[config.mk]
export PLATFORM = sky130hd
export DESIGN_NAME = pe_mac_sequencer
export DESIGN_NICKNAME = d
export VERILOG_FILES = /design/src/rtl/pe_ctrl_pkg.sv /design/src/rtl/pe_loop_counter.sv /design/src/rtl/pe_mac_sequencer.sv
export SDC_FILE = /design/constraint.sdc
export NUM_CORES = 1
export LEC_CHECK = 0
export CORE_MARGIN = 2
export CORE_UTILIZATION = 40
export CTS_CLUSTER_DIAMETER = 150
export CTS_CLUSTER_SIZE = 8
export DETAILED_ROUTE_END_ITERATION = 6
export PLACE_DENSITY = 0.69
export SLEW_MARGIN = 20
export SYNTH_ARGS = -nofsm -noshare
export SYNTH_HDL_FRONTEND = slang
export SYNTH_SLANG_ARGS = --single-unit
[constraint.sdc]
create_clock -name clk -period 2.1 [get_ports clk]
set_clock_uncertainty 0.1 [all_clocks]
set_input_delay 0.525 -clock clk [delete_from_list [all_inputs] [get_ports clk]]
set_output_delay 0.525 -clock clk [all_outputs]
set_load 0.05 [all_outputs]
[src/rtl/pe_ctrl_pkg.sv]
`default_nettype none
// ------------------------------------------------------------------
// pe_ctrl_pkg : shared state encoding and select constants for the
//               PE MAC sequencer.  Rev 1.0
// ------------------------------------------------------------------
package pe_ctrl_pkg;

  typedef enum logic [1:0] {
    ST_IDLE  = 2'd0,
    ST_LOAD  = 2'd1,
    ST_MAC   = 2'd2,
    ST_DRAIN = 2'd3
  } state_t;

  // Datapath select encodings
  localparam logic SEL_IPSUM = 1'b1;
  localparam logic SEL_MULT  = 1'b0;
  localparam logic SEL_ZERO  = 1'b1;
  localparam logic SEL_PSUM  = 1'b0;
  localparam logic OPSUM_ON  = 1'b0;
  localparam logic OPSUM_OFF = 1'b1;

  localparam int DEF_CNT_W = 8;
  localparam int DEF_CH_W  = 4;

endpackage
`default_nettype wire

[src/rtl/pe_loop_counter.sv]
`default_nettype none
// ------------------------------------------------------------------
// pe_loop_counter : loop counter with clear priority and full-width
//                   terminal-count compare.  Rev 1.0
// ------------------------------------------------------------------
module pe_loop_counter #(
  parameter int WIDTH = 8
) (
  input  logic             clk,
  input  logic             rstn,
  input  logic             en,
  input  logic             clr,
  input  logic [WIDTH-1:0] term,
  output logic             at_term
);

  logic [WIDTH-1:0] cnt_q;
  logic [WIDTH-1:0] cnt_d;

  always_comb begin
    cnt_d = cnt_q;
    if (clr) begin
      cnt_d = '0;
    end else if (en) begin
      cnt_d = cnt_q + WIDTH'(1);
    end
  end

  always_ff @(posedge clk or negedge rstn) begin
    if (!rstn) begin
      cnt_q <= '0;
    end else begin
      cnt_q <= cnt_d;
    end
  end

  assign at_term = (cnt_q == term);

endmodule
`default_nettype wire

[src/rtl/pe_mac_sequencer.sv]
`default_nettype none
// ------------------------------------------------------------------
// pe_mac_sequencer : stall-tolerant multi-channel MAC control FSM
//                    driving one PE's select lines.  Rev 1.0
// ------------------------------------------------------------------
module pe_mac_sequencer
  import pe_ctrl_pkg::*;
#(
  parameter int CNT_W = DEF_CNT_W,
  parameter int CH_W  = DEF_CH_W
) (
  input  logic             clk,
  input  logic             rstn,
  input  logic             start,
  input  logic [CNT_W-1:0] kernel_size,
  input  logic [CH_W-1:0]  num_ch,
  input  logic             acc_ch,
  input  logic             in_valid,
  output logic             mac_en,
  output logic             mult_seln,
  output logic             acc_seln,
  output logic             opsum_seln,
  output logic             opsum_valid,
  input  logic             opsum_ready,
  output logic             busy,
  output logic             done,
  output logic             cfg_err
);

  state_t           state_q, state_d;
  logic [CNT_W-1:0] kernel_size_q, kernel_size_d;
  logic [CH_W-1:0]  num_ch_q, num_ch_d;
  logic             acc_ch_q, acc_ch_d;
  logic             done_q, done_d;
  logic             cfg_err_q, cfg_err_d;

  logic w_cfg_ok;
  logic w_beat_acc;
  logic w_beat_last;
  logic w_ch_last;
  logic w_final_hs;
  logic w_job_accept;
  logic w_beat_en, w_beat_clr;
  logic w_ch_en, w_ch_clr;

  assign w_cfg_ok     = (kernel_size != '0) && (num_ch != '0);
  assign w_beat_acc   = (state_q == ST_MAC) && in_valid;
  assign w_final_hs   = (state_q == ST_DRAIN) && opsum_ready && w_ch_last;
  assign w_job_accept = start && w_cfg_ok && ((state_q == ST_IDLE) || w_final_hs);

  assign w_beat_en  = w_beat_acc && !w_beat_last;
  assign w_beat_clr = (w_beat_acc && w_beat_last) || w_job_accept || w_final_hs;
  // Channel advances either inside MAC (accumulate mode) or on a non-final drain handshake
  assign w_ch_en    = (w_beat_acc && w_beat_last && !w_ch_last && acc_ch_q)
                   || ((state_q == ST_DRAIN) && opsum_ready && !w_ch_last);
  assign w_ch_clr   = w_final_hs || w_job_accept;

  pe_loop_counter #(.WIDTH(CNT_W)) u_beat_cnt (
    .clk     (clk),
    .rstn    (rstn),
    .en      (w_beat_en),
    .clr     (w_beat_clr),
    .term    (kernel_size_q - CNT_W'(1)),
    .at_term (w_beat_last)
  );

  pe_loop_counter #(.WIDTH(CH_W)) u_ch_cnt (
    .clk     (clk),
    .rstn    (rstn),
    .en      (w_ch_en),
    .clr     (w_ch_clr),
    .term    (num_ch_q - CH_W'(1)),
    .at_term (w_ch_last)
  );

  always_ff @(posedge clk or negedge rstn) begin
    if (!rstn) begin
      state_q       <= ST_IDLE;
      kernel_size_q <= '0;
      num_ch_q      <= '0;
      acc_ch_q      <= 1'b0;
      done_q        <= 1'b0;
      cfg_err_q     <= 1'b0;
    end else begin
      state_q       <= state_d;
      kernel_size_q <= kernel_size_d;
      num_ch_q      <= num_ch_d;
      acc_ch_q      <= acc_ch_d;
      done_q        <= done_d;
      cfg_err_q     <= cfg_err_d;
    end
  end

  always_comb begin
    state_d       = state_q;
    kernel_size_d = kernel_size_q;
    num_ch_d      = num_ch_q;
    acc_ch_d      = acc_ch_q;
    done_d        = 1'b0;
    cfg_err_d     = 1'b0;
    if (w_job_accept) begin
      kernel_size_d = kernel_size;
      num_ch_d      = num_ch;
      acc_ch_d      = acc_ch;
    end
    case (state_q)
      ST_IDLE: begin
        if (start) begin
          if (w_cfg_ok) state_d = ST_LOAD;
          else          cfg_err_d = 1'b1;
        end
      end
      ST_LOAD: state_d = ST_MAC;
      ST_MAC: begin
        if (w_beat_acc && w_beat_last && (w_ch_last || !acc_ch_q)) begin
          state_d = ST_DRAIN;
        end
      end
      ST_DRAIN: begin
        if (opsum_ready) begin
          if (!w_ch_last) begin
            state_d = ST_LOAD;
          end else begin
            done_d = 1'b1;
            if (start && w_cfg_ok) begin
              state_d = ST_LOAD;
            end else begin
              state_d   = ST_IDLE;
              cfg_err_d = start;
            end
          end
        end
      end
      default: state_d = ST_IDLE;
    endcase
  end

  always_comb begin
    mac_en      = 1'b0;
    mult_seln   = SEL_IPSUM;
    acc_seln    = SEL_ZERO;
    opsum_seln  = OPSUM_OFF;
    opsum_valid = 1'b0;
    busy        = 1'b1;
    case (state_q)
      ST_IDLE: busy = 1'b0;
      ST_LOAD: ;
      ST_MAC: begin
        mac_en    = in_valid;
        mult_seln = SEL_MULT;
        acc_seln  = SEL_PSUM;
      end
      ST_DRAIN: begin
        mult_seln   = SEL_MULT;
        acc_seln    = SEL_PSUM;
        opsum_seln  = OPSUM_ON;
        opsum_valid = 1'b1;
      end
      default: busy = 1'b0;
    endcase
  end

  assign done    = done_q;
  assign cfg_err = cfg_err_q;

endmodule
`default_nettype wire

# [After elaboration in Yosys (flattened, before gate mapping)]
# Cells that the tools add are included.
[word_totals] ff_bits=29 latch_bits=0 mem_bits_rw=0 rom_bits=0 inputBits=18 out_inout_bits=8 wordCells=74 mem_count=0
[op_classes] addsub=4 n_mul=0 div_mod_pow=0 magnitude_cmp=0 n_eq_ne=9 shifts=0 mux=25 n_bitwise=0 reduce_logical=28
[ops] op="8-bit 2-to-1 mux" count=2
[ops] op="1-bit 2-to-1 mux" count=15
[ops] op="1-bit logical AND" count=12
[ops] op="8-bit by 1-bit adder with 8-bit output (second input constant)" count=1
[ops] op="8-bit equality test" count=1
[ops] op="2-bit 2-to-1 mux" count=4
[ops] op="4-bit 2-to-1 mux" count=2
[ops] op="2-bit case mux with 4 select lines" count=1
[ops] op="8-bit nonzero test" count=1
[ops] op="8-bit by 1-bit subtractor with 8-bit output (second input constant)" count=1
[ops] op="1-bit logical OR" count=6
[ops] op="2-bit inequality test (second input constant)" count=3
[ops] op="4-bit by 1-bit adder with 4-bit output (second input constant)" count=1
[ops] op="2-bit equality test (second input constant)" count=2
[ops] op="4-bit equality test" count=1
[ops] op="4-bit AND reduction" count=1
[ops] op="2-bit nonzero test" count=2
[ops] op="4-bit nonzero test" count=1
[ops] op="4-bit by 1-bit subtractor with 4-bit output (second input constant)" count=1
[ops] op="1-bit logical NOT" count=3
[ops] op="2-bit by 1-bit equality test with 1-bit output (second input constant)" count=1
[ops] op="2-bit logical NOT" count=1
[ops] op="2-bit by 1-bit inequality test with 1-bit output (second input constant)" count=1
[ops] op="1-bit case mux with 2 select lines" count=1
[ops] op="2-bit OR reduction" count=1

# [Longest topological paths before layout]
[logic_depth] depth_word=8 mapped_depth=11 mapped_depth_nobuf=9

# [By module]
# From an unflattened synthesis, not the netlist that was laid out.
[unflattened] cells_unflattened=164 hier_area_um2=1759.2
[modules_own_cells] module="pe_mac_sequencer" instances=1 cells_each=94 area_each_um2=1048.5 seq_area_each_um2=425.4
[modules_own_cells] module="pe_loop_counter (u_beat_cnt)" instances=1 cells_each=49 area_each_um2=476.7 seq_area_each_um2=200.2
[modules_own_cells] module="pe_loop_counter (u_ch_cnt)" instances=1 cells_each=21 area_each_um2=234.0 seq_area_each_um2=100.1

# [Worst setup path before layout]
# No wires, ideal clock.
[synth_timing] kind="reg-to-output" startpoint="reg state_q[1]" endpoint="out mult_seln" t_arrival_ps=2047 t_required_ps=1475 slack_ps=-572 path_stages_with_launch=5 n_path_buf=2 path_cell_list="dfrtp_1 ha_1 buf_2 nor2_1 buf_4"
[synth_via] elab_chain_cells=3 word_cells_on_any_way=4 cone_classes="eq/ne: 2; mux: 1; reduce/logical: 1"
[synth_lines] item="start: declaration" line="pe_mac_sequencer.sv:30" source="state_t state_q, state_d;"
[synth_lines] item="start signal: assignment" line="pe_mac_sequencer.sv:85" source="state_q <= state_d;"
[synth_lines] item="2-bit equality test"
[synth_lines] item="2-bit OR reduction (no source line) (*)"
[synth_lines] item="1-bit 2-to-1 mux (*)"
[synth_lines] item="end: declaration" line="pe_mac_sequencer.sv:20" source="output logic mult_seln,"
# Mark *: on every way between the ends. The rest lies on a longest branch, timed or not.

# [Worst setup path after layout]
[layout_timing] startpoint="in kernel_size[1]" endpoint="reg state_q[1]"
[layout_via] elab_chain_cells=4
[layout_lines] item="start: declaration" line="pe_mac_sequencer.sv:15" source="input logic [CNT_W-1:0] kernel_size,"
[layout_lines] item="8-bit nonzero test" line="pe_mac_sequencer.sv:46" source="assign w_cfg_ok = (kernel_size != '0) && (num_ch != '0);"
[layout_lines] item="1-bit logical AND" line="pe_mac_sequencer.sv:46"
[layout_lines] item="2-bit inequality test (no source line)"
[layout_lines] item="4-bit AND reduction (no source line)"
# Every way passes these cells.
# A chain may end at the register's enable or synchronous reset.

==> results.yml <==
worst_setup_path:
  critPathLaunchType: "primary input"
  path_max_fanout: 4
  path_cells: "dlygate4sd2_1 -> nor4_4 -> buf_4 -> a21oi_4 -> nand2_4 -> a221oi_2 -> a21oi_2 -> mux2_4"
  slowest_stage: "nor4_4"
  required_ns: 2.16
  setup.worst_path.class: "primary input to register"
  max_stage_delay_ns: 0.41
  critPathArrivalTime_ns: 2.21
  endpoint_kind: "register"
yosys:
  synth-seq-cells: 29
  async_flop_share_pct: 100
  synth_cells: 182
  synth_edf_count: 0
  synth_area_leaders: "dfrtp_1, mux2_4, xnor2_1, ha_1, nor2_1"
  yosysTopAreaCellShare_pct: 38.1
  ys_types: 46
  synth_area_leader_cell: "dfrtp_1"
  synth_area_um2: 1910
  avgSynthCellArea_um2: 10.5
  ys_seq_area_share_pct: 38.1
  ys_warn_count: 0
  ys.flop_type: "dfrtp_1"
  syn_nets: 208
final_layout:
  drive_above_1_share_pct: 47.3
  area_growth_pct: 58.7
  diodes: 0
  fillers: 336
  nets: 283
  utilization_pct: 64.9
placement:
  gp_congestion: 0.881
  dp_hpwl_um: 3210
  io_buffers: 25
detailed_routing:
  routed_wl_um: 5020
  route.met2.wl_um: 2680
  dr_wl_met3_um: 135
  drtIter0Drc: 80
  via_count: 1624
  highest_layer: "met4"
  routedWlPerCell_um: 16.1
  via_per_inst: 5.21
  antenna_left: 0
  met1Wirelength_um: 2150
  drc: 0
  drt_pass1_iterations: 4
sta:
  period_minus_slack_ns: 2.15
  finalHoldViolations: 0
  fmaxAchievable_mhz: 466
  drv_slew: 0
  fin_ws_ns: -0.0466
  rsz0062_at_grt: "true"
  relSlewSlack_pct: 67.3
  worst_slew_pin_slew_ns: 0.490
  finalSetupViolations: 15
  period_share_pct: 102
clocking:
  cts_buffers: 5
  clock_sinks: 29
  root_buffer: "clkbuf_8"
  clk_pin_slew_ns: 0.06
  cts_hold_buffers: 0
  clk_latency_ns: 0.28
  cts_tree: "built"
  clock_path_buffers: 2
  ctsHtreeMaxLevel: 2
pwr:
  total_power_mw: 4.51
  power.leakage_nw: 1.37
  ir_worst_vdd_mv: 0.689
  power_density_nw_per_um2: 1490
job:
  max_cap_violations: 0
global_route:
  track_usage_pct: 19.3
  grt_pass1_vias: 1625
  grt.overflow.total: 0
  grt_max_degree: 30
  grt_pass1_wl_um: 7760
  antenna_found_initial: 0
floorplan:
  die_x_um: 73.0
  die-area_um2: 5340
  ios: 26
  dieHeight_um: 73.0
  start_util_pct: 40.9
  core_area_um2: 4660
  rows: 25
outcome:
  violations: "setup timing"
  status: "complete, but fails checks"
hold_path:
  hold_class: "register to register"
-- per-stage QoR --
| stage | worst slack (ns) | hold slack (ns) | instances | TNS (ns) | area, um^2 |
|---|---|---|---|---|---|
| global placement | -0.550 | 0.423 | 295 | -12.15 | 2590 |
| detailed placement | -0.625 | 0.439 | 295 | -13.04 | 2590 |
| global route | -0.173 | 0.455 | 312 | -2.84 | 3030 |
| floorplan | -0.102 | 0.129 | 182 | -1.10 | 1980 |
| finish | -0.0466 | 0.445 | 312 | -0.413 | 3030 |
| CTS | -0.0257 | 0.457 | 308 | -0.199 | 2840 |
-- state kept, by name, indices dropped and copies added (netlist names) --
name,flops
done,1
acc_ch_q,1
u_ch_cnt.cnt_q,4
u_beat_cnt.cnt_q,8
num_ch_q,4
cfg_err,1
state_q,2
kernel_size_q,8
-- final cells by class --
| cell class | count | area (um^2) | area share, % |
|---|---|---|---|
| clock buffer | 7 | 96.3 | 3.18 |
| clock inverter | 1 | 5.00 | 0.165 |
| inverter | 13 | 65.1 | 2.15 |
| multi-input combinational | 133 | 1340 | 44.1 |
| sequential | 29 | 727 | 24.0 |
| tap | 54 | 67.6 | 2.23 |
| timing repair buffer | 75 | 731 | 24.1 |
-- report_power, final --
group | internal [mW] | switching, mW
Clock | 0.296 | 0.210
Combinational | 1.62 | 1.42
Sequential | 0.770 | 0.187
-- layer usage --
| metal | up-vias | GRT usage [%] |
|---|---|---|
| li1 | 795 | - |
| met1 | 791 | 24.4 |
| met2 | 34 | 32.6 |
| met3 | 4 | 4.01 |
| met4 | 0 | 6.38 |
| met5 | - | 0 |
-- critical path, delay by kind of cell --
family                 cells  cell delay [ns]
AO/OA/AOI/OAI              3             0.36
buffers and inverters      2             0.49
multiplexers               1             0.32
AND/OR/NAND/NOR            2             0.53
-- logic make-up (layout without fill, tap and decap cells) --
logic type                 after synthesis  count (layout)  share of synthesized area (%)
xor gates and xnor gates                22              22                           10.1
buffers and inverters                   20              96                           5.84
and+or+nand+nor                         59              59                           16.7
AOI/OAI and AO/OA                       26              26                           11.5
muxes                                   18              18                           12.5
DFF                                     29              29                           38.1
adders and majority gates                8               8                           5.25
-- layout by cell type, fill, tap and decap left out, drive strengths merged, types with 2 or more instances in the layout --
master	count
buf	56
mux2i	4
dlygate4sd2	9
and3	3
dfrtp	29
a31oi	4
ha	8
nand2b	5
o21ai	4
nand3	7
mux2	14
a2111oi	2
a211oi	2
nor4	6
a221oi	3
nor2b	3
clkdlybuf4s50	6
dlymetal6s2s	4
xor2	5
clkbuf	7
nor2	15
nand2	12
clkinv	2
inv	11
a21oi	5
nor3	3
xnor2	17
-- Yosys cell counts, drive strengths merged, types with 2 or more instances --
library cell and instances:
mux2i 4, nand2b 5, xnor2 17, a2111oi 2
nor3 3, nand3 7, nor2b 3, dfrtp 29
o21ai 4, xor2 5, a211oi 2, a221oi 3
and3 3, nand2 12, nor2 15, ha 8
inv 12, buf 7, nor4 6, a31oi 4
a21oi 5, mux2 14
-- what timing repair did --
item,CTS,global route
gates resized for setup,30,33
pin swaps,16,27
setup buffers,6,6
setup endpoints to repair,29,31
-- final timing paths --
kind	start	to	slack, ns	depth (start not counted)
setup / recovery	kernel_size[1]	state_q[1]	-0.05	8
hold / removal	acc_ch_q	acc_ch_q	0.44	1
setup reg to reg	num_ch_q[1]	num_ch_q[3]	0	9
hold reg to reg	acc_ch_q	acc_ch_q	0.44	1
max in group asynchronous	rstn	state_q[1]	1.07	2
min in group asynchronous	rstn	u_beat_cnt.cnt_q[2]	0.53	2
Power figures use the tool's default switching activity.
